===== config.mk =====
export PLATFORM = sky130hd
export DESIGN_NAME = mem_arbiter_rr
export DESIGN_NICKNAME = d
export VERILOG_FILES = /design/src/rtl/mem_arbiter_rr.sv
export SDC_FILE = /design/constraint.sdc
export NUM_CORES = 1
export LEC_CHECK = 0
export CAP_MARGIN = 20
export CORE_UTILIZATION = 33
export DETAILED_ROUTE_END_ITERATION = 16
export GPL_TIMING_DRIVEN = 0
export PLACE_DENSITY = 0.78
export SYNTH_ARGS = -nofsm -noshare
export SYNTH_HDL_FRONTEND = slang
export SYNTH_SLANG_ARGS = --single-unit

===== constraint.sdc =====
create_clock -name wb_clk_i -period 2 [get_ports wb_clk_i]
set_input_delay 0.2 -clock wb_clk_i [delete_from_list [all_inputs] [get_ports wb_clk_i]]
set_output_delay 0.2 -clock wb_clk_i [all_outputs]
set_load 0.02 [all_outputs]

===== src/rtl/mem_arbiter_rr.sv =====
// mem_arbiter_rr
// Shares one single-port BRAM controller port among NREQ requesters.
// Arbitration is round-robin (MODE=0) or fixed priority with index 0
// highest (MODE=1). Each grant becomes a registered memory command one
// cycle later. Read commands carry a requester tag down a RD_LAT-deep
// pipe, so the returning data is steered to the requester that asked.
//
// Ports
//   wb_clk_i, wb_rst_i : clock, synchronous active-high reset
//   req_valid/we       : per-requester request strobe and direction
//   req_addr/wdata     : packed per-requester address and write data
//   req_ack            : one-hot, combinational, request accepted this cycle
//   rsp_valid/rsp_data : one-hot registered read response and shared data
//   mem_ready          : controller can take a command this cycle
//   mem_en/we/addr/wdata : registered command to the BRAM controller
//   mem_rdata          : read data, valid RD_LAT cycles after a read mem_en
module mem_arbiter_rr #(
    parameter int NREQ   = 4,
    parameter int ADDR_W = 13,
    parameter int DATA_W = 32,
    parameter int RD_LAT = 2,
    parameter int MODE   = 0
) (
    input  logic                   wb_clk_i,
    input  logic                   wb_rst_i,
    input  logic [NREQ-1:0]        req_valid,
    input  logic [NREQ-1:0]        req_we,
    input  logic [NREQ*ADDR_W-1:0] req_addr,
    input  logic [NREQ*DATA_W-1:0] req_wdata,
    output logic [NREQ-1:0]        req_ack,
    output logic [NREQ-1:0]        rsp_valid,
    output logic [DATA_W-1:0]      rsp_data,
    input  logic                   mem_ready,
    output logic                   mem_en,
    output logic                   mem_we,
    output logic [ADDR_W-1:0]      mem_addr,
    output logic [DATA_W-1:0]      mem_wdata,
    input  logic [DATA_W-1:0]      mem_rdata
);

    localparam int PTR_W = $clog2(NREQ);

    logic [PTR_W-1:0]  ptr_q, ptr_d;
    logic              grant_any;
    logic [PTR_W-1:0]  grant_idx;
    int                scan_idx;

    logic              mem_en_q, mem_en_d;
    logic              mem_we_q, mem_we_d;
    logic [ADDR_W-1:0] mem_addr_q, mem_addr_d;
    logic [DATA_W-1:0] mem_wdata_q, mem_wdata_d;
    logic [PTR_W-1:0]  mem_tag_q, mem_tag_d;

    // Tag pipe: stage RD_LAT-1 lines up with mem_rdata for the read it tracks.
    logic              pipe_vld_q [RD_LAT];
    logic              pipe_vld_d [RD_LAT];
    logic [PTR_W-1:0]  pipe_tag_q [RD_LAT];
    logic [PTR_W-1:0]  pipe_tag_d [RD_LAT];

    logic [NREQ-1:0]   rsp_valid_q, rsp_valid_d;
    logic [DATA_W-1:0] rsp_data_q, rsp_data_d;

    // Grant selection. Round-robin scans ptr, ptr+1, ... with wrap; fixed
    // priority scans from index 0. The first eligible index found wins.
    always_comb begin
        // NOTE: every variable written here gets a default first, so no path leaves one unassigned and no latch is inferred.
        grant_any = 1'b0;
        grant_idx = '0;
        scan_idx  = 0;
        if (!wb_rst_i && mem_ready) begin
            for (int k = 0; k < NREQ; k++) begin
                if (MODE == 1) begin
                    scan_idx = k;
                end else begin
                    scan_idx = (int'(ptr_q) + k) % NREQ;
                end
                if (!grant_any && req_valid[PTR_W'(scan_idx)]) begin
                    grant_any = 1'b1;
                    grant_idx = PTR_W'(scan_idx);
                end
            end
        end
    end

    always_comb begin
        req_ack = '0;
        if (grant_any) begin
            req_ack[grant_idx] = 1'b1;
        end
    end

    // Next-state for pointer and the registered command. Without a grant the
    // command fields hold and only the strobe drops.
    always_comb begin
        ptr_d       = ptr_q;
        mem_en_d    = grant_any;
        mem_we_d    = mem_we_q;
        mem_addr_d  = mem_addr_q;
        mem_wdata_d = mem_wdata_q;
        mem_tag_d   = mem_tag_q;
        if (grant_any) begin
            ptr_d       = (int'(grant_idx) == NREQ - 1) ? '0 : grant_idx + PTR_W'(1);
            mem_we_d    = req_we[grant_idx];
            mem_addr_d  = req_addr[int'(grant_idx) * ADDR_W +: ADDR_W];
            mem_wdata_d = req_wdata[int'(grant_idx) * DATA_W +: DATA_W];
            mem_tag_d   = grant_idx;
        end
    end

    // A read enters the tag pipe while its command is on the memory port;
    // writes enter as empty slots so they never raise a response.
    always_comb begin
        pipe_vld_d[0] = mem_en_q & ~mem_we_q;
        pipe_tag_d[0] = mem_tag_q;
        for (int s = 1; s < RD_LAT; s++) begin
            pipe_vld_d[s] = pipe_vld_q[s-1];
            pipe_tag_d[s] = pipe_tag_q[s-1];
        end

        rsp_valid_d = '0;
        rsp_data_d  = rsp_data_q;
        if (pipe_vld_q[RD_LAT-1]) begin
            rsp_valid_d[pipe_tag_q[RD_LAT-1]] = 1'b1;
            rsp_data_d                        = mem_rdata;
        end
    end

    // NOTE: state updates use <= so every flop samples pre-edge values regardless of statement order.
    always_ff @(posedge wb_clk_i) begin
        if (wb_rst_i) begin
            ptr_q       <= '0;
            mem_en_q    <= 1'b0;
            mem_we_q    <= 1'b0;
            mem_addr_q  <= '0;
            mem_wdata_q <= '0;
            mem_tag_q   <= '0;
            rsp_valid_q <= '0;
            rsp_data_q  <= '0;
            // NOTE: the tag pipe is cleared on reset so reads in flight at reset never produce a response.
            for (int s = 0; s < RD_LAT; s++) begin
                pipe_vld_q[s] <= 1'b0;
                pipe_tag_q[s] <= '0;
            end
        end else begin
            ptr_q       <= ptr_d;
            mem_en_q    <= mem_en_d;
            mem_we_q    <= mem_we_d;
            mem_addr_q  <= mem_addr_d;
            mem_wdata_q <= mem_wdata_d;
            mem_tag_q   <= mem_tag_d;
            rsp_valid_q <= rsp_valid_d;
            rsp_data_q  <= rsp_data_d;
            pipe_vld_q  <= pipe_vld_d;
            pipe_tag_q  <= pipe_tag_d;
        end
    end

    assign mem_en    = mem_en_q;
    assign mem_we    = mem_we_q;
    assign mem_addr  = mem_addr_q;
    assign mem_wdata = mem_wdata_q;
    assign rsp_valid = rsp_valid_q;
    assign rsp_data  = rsp_data_q;

endmodule


=== Word level (Yosys, flattened, before mapping) ===
Index checks and enable logic that the tools add are counted.

* $mul: 1
* Multiplexer cells: 37
* Bitwise gates (word level): 3
* Eq/ne operators: 1
* Add/sub/neg operators: 4
* Order comparisons: 8
* Reductions and logical operators: 11
* Shifts and indexed selects: 2

{| class="wikitable"
|+ Operators by type and width
! cell !! count
|-
| 128-bit by 8-bit indexed part select with 32-bit output || 1
|-
| 52-bit by 7-bit indexed part select with 13-bit output || 1
|-
| 2-bit two-way mux || 10
|-
| 1-bit two-way mux || 19
|-
| 2-bit by 4-bit < comparator with 1-bit output, second input constant || 4
|-
| 1-bit binary-select mux with 2-bit select || 5
|-
| 1-bit logical AND || 6
|-
| 2-bit by 3-bit < comparator with 1-bit output, second input constant || 2
|-
| 2-bit by 4-bit multiplier with 6-bit output, second input constant || 1
|-
| 2-bit by 1-bit adder with 2-bit output, second input constant || 2
|-
| 2-bit adder, second input constant || 2
|-
| 1-bit demux with 2-bit select || 2
|-
| 2-bit by 1-bit >= comparator with 1-bit output, second input constant || 2
|-
| 1-bit logical NOT || 4
|-
| 4-bit two-way mux || 1
|-
| 2-bit by 1-bit == test with 1-bit output, second input constant || 1
|-
| 1-bit NOT || 2
|-
| 2-bit OR reduction || 1
|-
| 1-bit AND || 1
|}

* Word-level logic and storage cells: 79
* Input bits: 223
* Output and inout bits: 87
* Register bits after elaboration: 93

=== Longest topological paths before layout ===
Gate-level depths: netlist (run 1).

* Depth in word-level cells: 25
* Mapped depth: 10
* Mapped depth without buffers: 7

=== Worst setup path after synthesis (run 1) ===
No wires, ideal clock.

* Path kind: register -> output
* Start point: reg ptr_q[0]
* End point: out req_ack[1]
* Cell stages (with the launch flop): 9
* Slack: -87 ps
* Arrival: 1,887 ps
* Buffers on the path: 2
* Required time: 1,800 ps
* Cell sequence: dfxtp_1 > nand2b_1 > a21oi_1 > or4b_4 > buf_12 > inv_8 > buf_8 > ha_1 > and3_1

* Longest elaborated chain between the ends: 23
* Elaborated cells on any way between the ends: 44
* Those cells by class: add/sub (3); order compare (2); mux (32); reduce/logical (7)

{| class="wikitable"
|+ Ends and longest elaborated chain
! what !! RTL line !! text
|-
| start, declared || 43 || <nowiki>logic [PTR_W-1:0] ptr_q, ptr_d;</nowiki>
|-
| start signal, assigned || 145 || <nowiki>ptr_q <= ptr_d;</nowiki>
|-
| 2-bit two-way mux || 70 || <nowiki>if (!wb_rst_i && mem_ready) begin</nowiki>
|-
| 1-bit binary-select mux with 2-bit select || 77 || <nowiki>if (!grant_any && req_valid[PTR_W'(scan_idx)]) begin</nowiki>
|-
| 1-bit two-way mux (not written as such) (2 in a row) || 77 ||
|-
| 1-bit two-way mux || 77 ||
|-
| 1-bit two-way mux || 70 ||
|-
| 1-bit logical NOT || 77 ||
|-
| 1-bit logical AND || 77 ||
|-
| 1-bit two-way mux || 77 ||
|-
| [7 not listed] || n/a ||
|-
| 2-bit two-way mux (*) || 77 ||
|-
| 2-bit two-way mux (*) || 70 ||
|-
| via grant_idx[0] || 45 || <nowiki>logic [PTR_W-1:0] grant_idx;</nowiki>
|-
| 2-bit by 3-bit < comparator with 1-bit output (not written as such) or 2-bit by 1-bit >= comparator with 1-bit output (tied branches) || 88 || <nowiki>req_ack[grant_idx] = 1'b1;</nowiki>
|-
| 1-bit logical AND (not written as such) || 88 ||
|-
| 1-bit two-way mux (not written as such) || 88 ||
|-
| 1-bit demux with 2-bit select (*) || 88 ||
|-
| 4-bit two-way mux (*) || 87 || <nowiki>if (grant_any) begin</nowiki>
|-
| end, declared || 30 || <nowiki>output logic [NREQ-1:0] req_ack,</nowiki>
|}

The timed path passes the listed nets; every way through them passes the cells marked *. The select of a mux whose other input is x is not followed.

=== Worst setup path in the final report (run 1) ===
* Start point: reg ptr_q[0]
* End point: out req_ack[0]

* Longest elaborated chain between the ends: 23
* Elaborated cells on any way between the ends: 44
* Those cells by class: add/sub (3); order compare (2); mux (32); reduce/logical (7)

{| class="wikitable"
|+ Ends and longest elaborated chain
! what !! RTL line
|-
| 2-bit two-way mux || 70
|-
| 1-bit binary-select mux with 2-bit select || 77
|-
| 1-bit two-way mux (not written as such) (2 in a row) || 77
|-
| 1-bit two-way mux || 77
|-
| 1-bit two-way mux || 70
|-
| 1-bit logical NOT || 77
|-
| 1-bit logical AND || 77
|-
| 1-bit two-way mux || 77
|-
| [6 not listed] || n/a
|-
| 1-bit logical AND || 77
|-
| 2-bit two-way mux || 77
|-
| 2-bit two-way mux || 70
|-
| 2-bit by 3-bit < comparator with 1-bit output (not written as such) or 2-bit by 1-bit >= comparator with 1-bit output (tied branches) || 88
|-
| 1-bit logical AND (not written as such) || 88
|-
| 1-bit two-way mux (not written as such) || 88
|-
| 1-bit demux with 2-bit select || 88
|-
| 4-bit two-way mux (*) || 87
|}

Mark *: on every way between the ends. The rest lies on a longest branch, timed or not. The select of a mux whose other input is x is not followed.

==> flow_summary.ini, run 1 <==
[grt]
grt_pass1_wl_mm = 27.4
grt_max_degree = 19
grt_usage = 0.246
grt.overflow.total = 0
grt_pass1_vias = 5225
antenna_found_initial = 0

[clock_tree]
cts_sinks = 93
cts_tree = done
cts-buffers-inserted = 9
clk_path_buf_depth = 2
clock_latency_ns = 0.34
clk_pin_slew_worst_paths_ns = 0.07
htree_levels = 3
cts-root-buf = clkbuf_16

[sta]
period_needed_ns = 2.34
finalCritPeriodShare = 1.17
rsz0062_at_grt = yes
worstMarginPinSlew_ns = 0.710
tns_ns = -10.59
setup_ws_ns = -0.344
relSlewSlack = 0.526
fin_hold_ws_ns = 0.407
hold_violations = 0
maxSlewViolCount = 0
fmax_mhz = 427
finClkSkew_ns = 0.00600
setup_viol = 50

[setup_path]
critical-path-max-stage-delay_ns = 0.63
critPathRequiredTime_ns = 1.80
cp_slowest_cell = or4b_4
crit_buf_inv = 2
reg2reg_slack_ns = -0.27
r2r_cells = 8
cp_max_fo = 8
cp_num_cells = 7
crit_path_start_kind = flop
worstPathArrival_ns = 2.14
r2r_end = mem_wdata[18]
crit_path_start = ptr_q[0]
r2r_start = ptr_q[0]
cp-end-kind = primary output
cp_top_family = simple AND/OR/NAND/NOR gates
path_class = reg2out
cp_cell_sequence = or2b_1 > a21oi_2 > or4b_4 > buf_12 > ha_4 > and3_4 > buf_6

[run_status]
violations = negative setup slack
status = finished, violations left

[hold_path]
hold_class = in2reg
min_path_cells = 2
min_to = pipe_tag_d[1]
min_from = wb_rst_i

[logic_synthesis]
synth_warnings = 0
ys_seq_elements = 93
synth_top_area_frac = 0.401
synth_commonest_cells = dfxtp_1 (93), mux2i_1 (78), nand2_1 (49)
yosysTopAreaCell = dfxtp_1
yosysUniqueCellTypes = 42
synth_area_leaders = dfxtp_1 (40%), mux2i_1 (17%), o221ai_2 (8.7%), a22oi_2 (7.3%), nand2_1 (4.0%)
syn-num-nets = 662
ys.flop_type = dfxtp_1
post-synth-top-count-cell = dfxtp_1
synth-edff-count = 0
yosysSeqAreaShare = 0.401
async_flop_share = 0
syn_inst = 435
syn_avg_cell_area_um2 = 10.7
netlist_area_um2 = 4640

[power]
power_mw = 5.44
p_leak_nw = 3.31
ir_worst_vdd_mv = 0.451
power_density_nw_per_um2 = 608

[placed_design]
dp_hpwl_mm = 13.6
dpl.cell_count = 920
placed_cell_area_um2 = 7960
gp_congestion = 0.849
post-place-ws_ns = -1.28
port_buffers = 309

[detailed_routing]
via_count = 4925
wl_per_cell_um = 19.0
vias_per_cell = 5.16
drtIter0Drc = 200
ant_nets = 0
drtPass1Iterations = 4
wirelength_mm = 18.2
drc = 0

[finish]
finish.cell_count_without_fillers = 955
fillers = 1057
nNetsFinal = 1001
final_area_um2 = 8950
n_antenna_cell = 0
post-route-util = 0.666
layout-drive-gt1-share = 0.222
syn2layout_area_growth_pct = 93.0

[floorplan]
die-area_um2 = 14500
row_count = 42
die_w_um = 121
io_pins = 310
start_util = 0.345
dieHeight_um = 121
core_area_um2 = 13500

[flow_run]
drv_cap = 0
[layout by cell type, fill, tap and decap left out, types with 3 or more instances in the layout]
cell type,Yosys,final
mux2i_2,0,15
a22oi_2,27,27
ha_4,0,4
clkbuf_2,0,6
buf_4,3,15
o221ai_1,19,17
clkbuf_1,15,10
inv_8,1,3
o221ai_2,27,29
buf_16,0,4
mux2i_4,0,16
buf_1,3,3
o22ai_1,14,13
and3_4,0,4
nor2b_1,6,6
nand2b_1,4,4
buf_2,7,5
clkdlybuf4s50_1,0,299
dfxtp_1,93,91
nand2_1,49,49
a22oi_1,5,5
buf_6,1,5
dlygate4sd2_1,0,3
mux2i_1,78,47
buf_12,3,12
inv_1,4,4
clkbuf_16,0,9
nor2_1,35,35
[layout make-up]
type / count / area [um^2] / share of cell area
Multi-Input combinational cell: 300 / 2850 / 0.318
Clock inverter: 7 / 66.3 / 0.00741
Inverter: 5 / 31.3 / 0.00349
Buffer: 36 / 318 / 0.0355
Sequential cell: 93 / 1870 / 0.208
Tap cell: 176 / 220 / 0.0246
Clock buffer: 9 / 225 / 0.0252
Timing Repair Buffer: 329 / 3380 / 0.378
[report_power, final]
part | total, mW | internal [mW] | switching, mW
sequential | 2.04 | 1.97 | 0.0698
clock | 1.68 | 0.877 | 0.804
combinational | 1.72 | 0.984 | 0.732
total | 5.44 | 3.84 | 1.61
[worst max path at each step]
stage / to
6_report: req_ack[0]
3_5_place_dp: req_ack[3]
5_1_grt: req_ack[0]
2_1_floorplan: req_ack[1]
3_3_place_gp: req_ack[3]
4_1_cts: req_ack[3]
[state kept, by name, summed over array words and instances, names as in the netlist]
signal / count
mem_wdata: 32
pipe_vld_d: 1
mem_tag_q: 2
pipe_tag_d: 2
ptr_q: 2
pipe_tag_q: 2
mem_we: 1
mem_addr: 13
rsp_valid: 4
mem_en: 1
pipe_vld_q: 1
rsp_data: 32
[kinds of logic after synthesis]
kind of cell | Yosys count | share of synthesized area
multiplexers | 78 | 0.168
AND/OR/NAND/NOR | 114 | 0.115
buffers and inverters | 42 | 0.0642
AO/OA/AOI/OAI | 104 | 0.240
adder cells (fa/ha/maj) | 4 | 0.0108
flip-flops | 93 | 0.401
[layer usage]
layer  share of wire  GRT usage  vias to the layer above
li1                -          -                     2319
met2            0.51      0.458                      222
met3           0.067     0.0509                       36
met4           0.031      0.104                        0
met1            0.39      0.269                     2348
met5               0          0                        -
[repair_timing]
action | 4_1_cts | 5_1_grt
hold buffers | 0 | 0
resized for setup | 116 | 14
gates cloned | 5 | 0
hold endpoints to repair | 0 | 0
pin swaps | 7 | 3
setup buffers | 14 | 1
setup endpoints to repair | 51 | 51
(Power assumes the default switching activity.)
==> run 2, diff against run 1 <==
==> constraint.sdc (replaced) <==
create_clock -name wb_clk_i -period 2 [get_ports wb_clk_i]
set_input_delay 0.4 -clock wb_clk_i [delete_from_list [all_inputs] [get_ports wb_clk_i]]
set_output_delay 0.4 -clock wb_clk_i [all_outputs]
set_load 0.02 [all_outputs]
==> run 2 against run 1 <==
  * The run still ends with negative setup slack left
  * First-iteration DRC count up 9.5%
  * Worst setup slack worse by 0.20 ns
  * Count of clock-buffer cells in the layout unchanged
  * Hold slack worse by 0.041 ns
  * Die area unchanged
  * Critical path type unchanged
  * Largest power group unchanged
  * Highest routed layer unchanged
==> flow_summary.ini, run 2 (synthesized netlist as in run 1, its figures left out) <==
[power]
p_switching_mw = 1.60
ir_worst_vdd_mv = 0.438
power_frac_clock = 0.315
swShare = 0.287
power_mw = 5.58
p_leak_nw = 3.32
combPwrFrac = 0.317
pwr-share-seq = 0.367
p_int_mw = 3.97
power_density_nw_per_um2 = 611

[setup_path]
critPathRequiredTime_ns = 1.60
cp_max_fo = 8
r2r_start = ptr_q[0]
crit_path_start_kind = flop
cp-end-kind = primary output
crit_path_start = ptr_q[0]
path_class = reg2out
worstPathArrival_ns = 2.15

[finish]
finish.cell_count_without_fillers = 958
n_antenna_cell = 0
fillers = 1024
final_area_um2 = 9120
final_common_cell = clkdlybuf4s50_1
nNetsFinal = 1004
final_cell_mix = clkdlybuf4s50_1 (299), dfxtp_1 (92), nand2_1 (49), mux2i_1 (45), nor2_1 (35)
syn2layout_area_growth_pct = 96.7
post-route-util = 0.678
layout-drive-gt1-share = 0.238

[hold_path]
hold_class = in2reg
min_from = wb_rst_i

[clock_tree]
clock_latency_ns = 0.34
cts_sinks = 93
clk_pin_slew_worst_paths_ns = 0.07
cts-buffers-inserted = 9
cts-root-buf = clkbuf_16
clk_path_buf_depth = 2
htree_levels = 3
cts_tree = done

[sta]
hold_violations = 0
rsz0062_at_grt = yes
finClkSkew_ns = 0.00504
setup_viol = 50
maxSlewViolCount = 0
relSlewSlack = 0.449
finalCritPeriodShare = 1.27
fmax_mhz = 393
setup_ws_ns = -0.547
worstMarginPinSlew_ns = 0.822
period_needed_ns = 2.55

[floorplan]
dieHeight_um = 121
die-area_um2 = 14500
io_pins = 310
row_count = 42
die_w_um = 121
start_util = 0.345
core_area_um2 = 13500

[grt]
grt_pass1_vias = 5094
grt.overflow.total = 0
grt_max_degree = 18
grt_pass1_wl_mm = 26.8
grt_usage = 0.242
antenna_found_initial = 0

[detailed_routing]
drc = 0
vias_per_cell = 5.09
drtPass1Iterations = 4
ant_nets = 0
via_count = 4874
wirelength_mm = 18.0
drtIter0Drc = 219
wl_per_cell_um = 18.8

[placed_design]
placed_cell_area_um2 = 7970
dpl.cell_count = 920
post-place-ws_ns = -1.66
gp_congestion = 0.812
port_buffers = 309
dp_hpwl_mm = 13.3

[flow_run]
drv_cap = 0

[run_status]
violations = negative setup slack
status = finished, violations left
-- run 2: routing by layer --
metal | up-vias | routed length, um | global-route usage
met4 | 0 | 347 | 0.0849
met5 | - | 0 | 0
li1 | 2327 | - | -
met1 | 2301 | 6930 | 0.265
met3 | 24 | 1250 | 0.0580
met2 | 222 | 9450 | 0.451
-- run 2: path summary, 6_finish.rpt --
kind	endpoint	slack [ns]	cells after the start
max	req_ack[3]	-0.55	8
min	pipe_tag_d[0]	0.37	2
max reg2reg	mem_addr[7]	-0.46	11
min reg2reg	pipe_tag_q[0]	0.45	1
-- run 2: what timing repair did --
action                                  in CTS  in global routing
endpoints found under the setup margin      54                 50
pin swaps                                    7                  3
gates resized for setup                    126                 38
hold endpoints to repair                     0                  0
buffers inserted                            16                  3
cloned                                       5                  0
hold buffers                                 0                  0
-- run 2: final cells by class --
| type | count | area, um^2 | share of cell area |
|---|---|---|---|
| repair buffers | 333 | 3410 | 0.373 |
| multi-input cells | 300 | 2990 | 0.328 |
| flip-flops and latches | 93 | 1870 | 0.204 |
| plain buffers | 35 | 299 | 0.0328 |
| clock buffers | 9 | 225 | 0.0247 |
| well taps | 176 | 220 | 0.0241 |
| clock inverters | 7 | 80.1 | 0.00878 |
| inverters | 5 | 35.0 | 0.00384 |
-- run 2: through the flow --
stage	hold slack (ns)	setup TNS, ns
2_1_floorplan	0.414	-1.37
3_3_place_gp	0.418	-46.89
3_5_place_dp	0.424	-52.06
4_1_cts	0.353	-12.95
5_1_grt	0.379	-21.02
6_report	0.366	-17.04
-- run 2: power groups by stage --
stage                     Combinational, mW  Sequential, mW  Clock (mW)
final                                  1.77            2.05        1.76
after global routing                   1.86            2.06        1.90
after CTS                              1.69            2.05        1.80
after detailed placement               1.50            2.08           0
after global placement                 1.48            2.08           0
after floorplan                       0.537            2.21           0
-- run 2: critical path: stages, from the launching register on --
cell     delay, ns
dfxtp_4       0.38
or2b_1        0.13
a21oi_2       0.07
or4b_4        0.63
inv_12        0.08
buf_12        0.11
ha_4          0.11
and3_4        0.18
buf_6         0.11
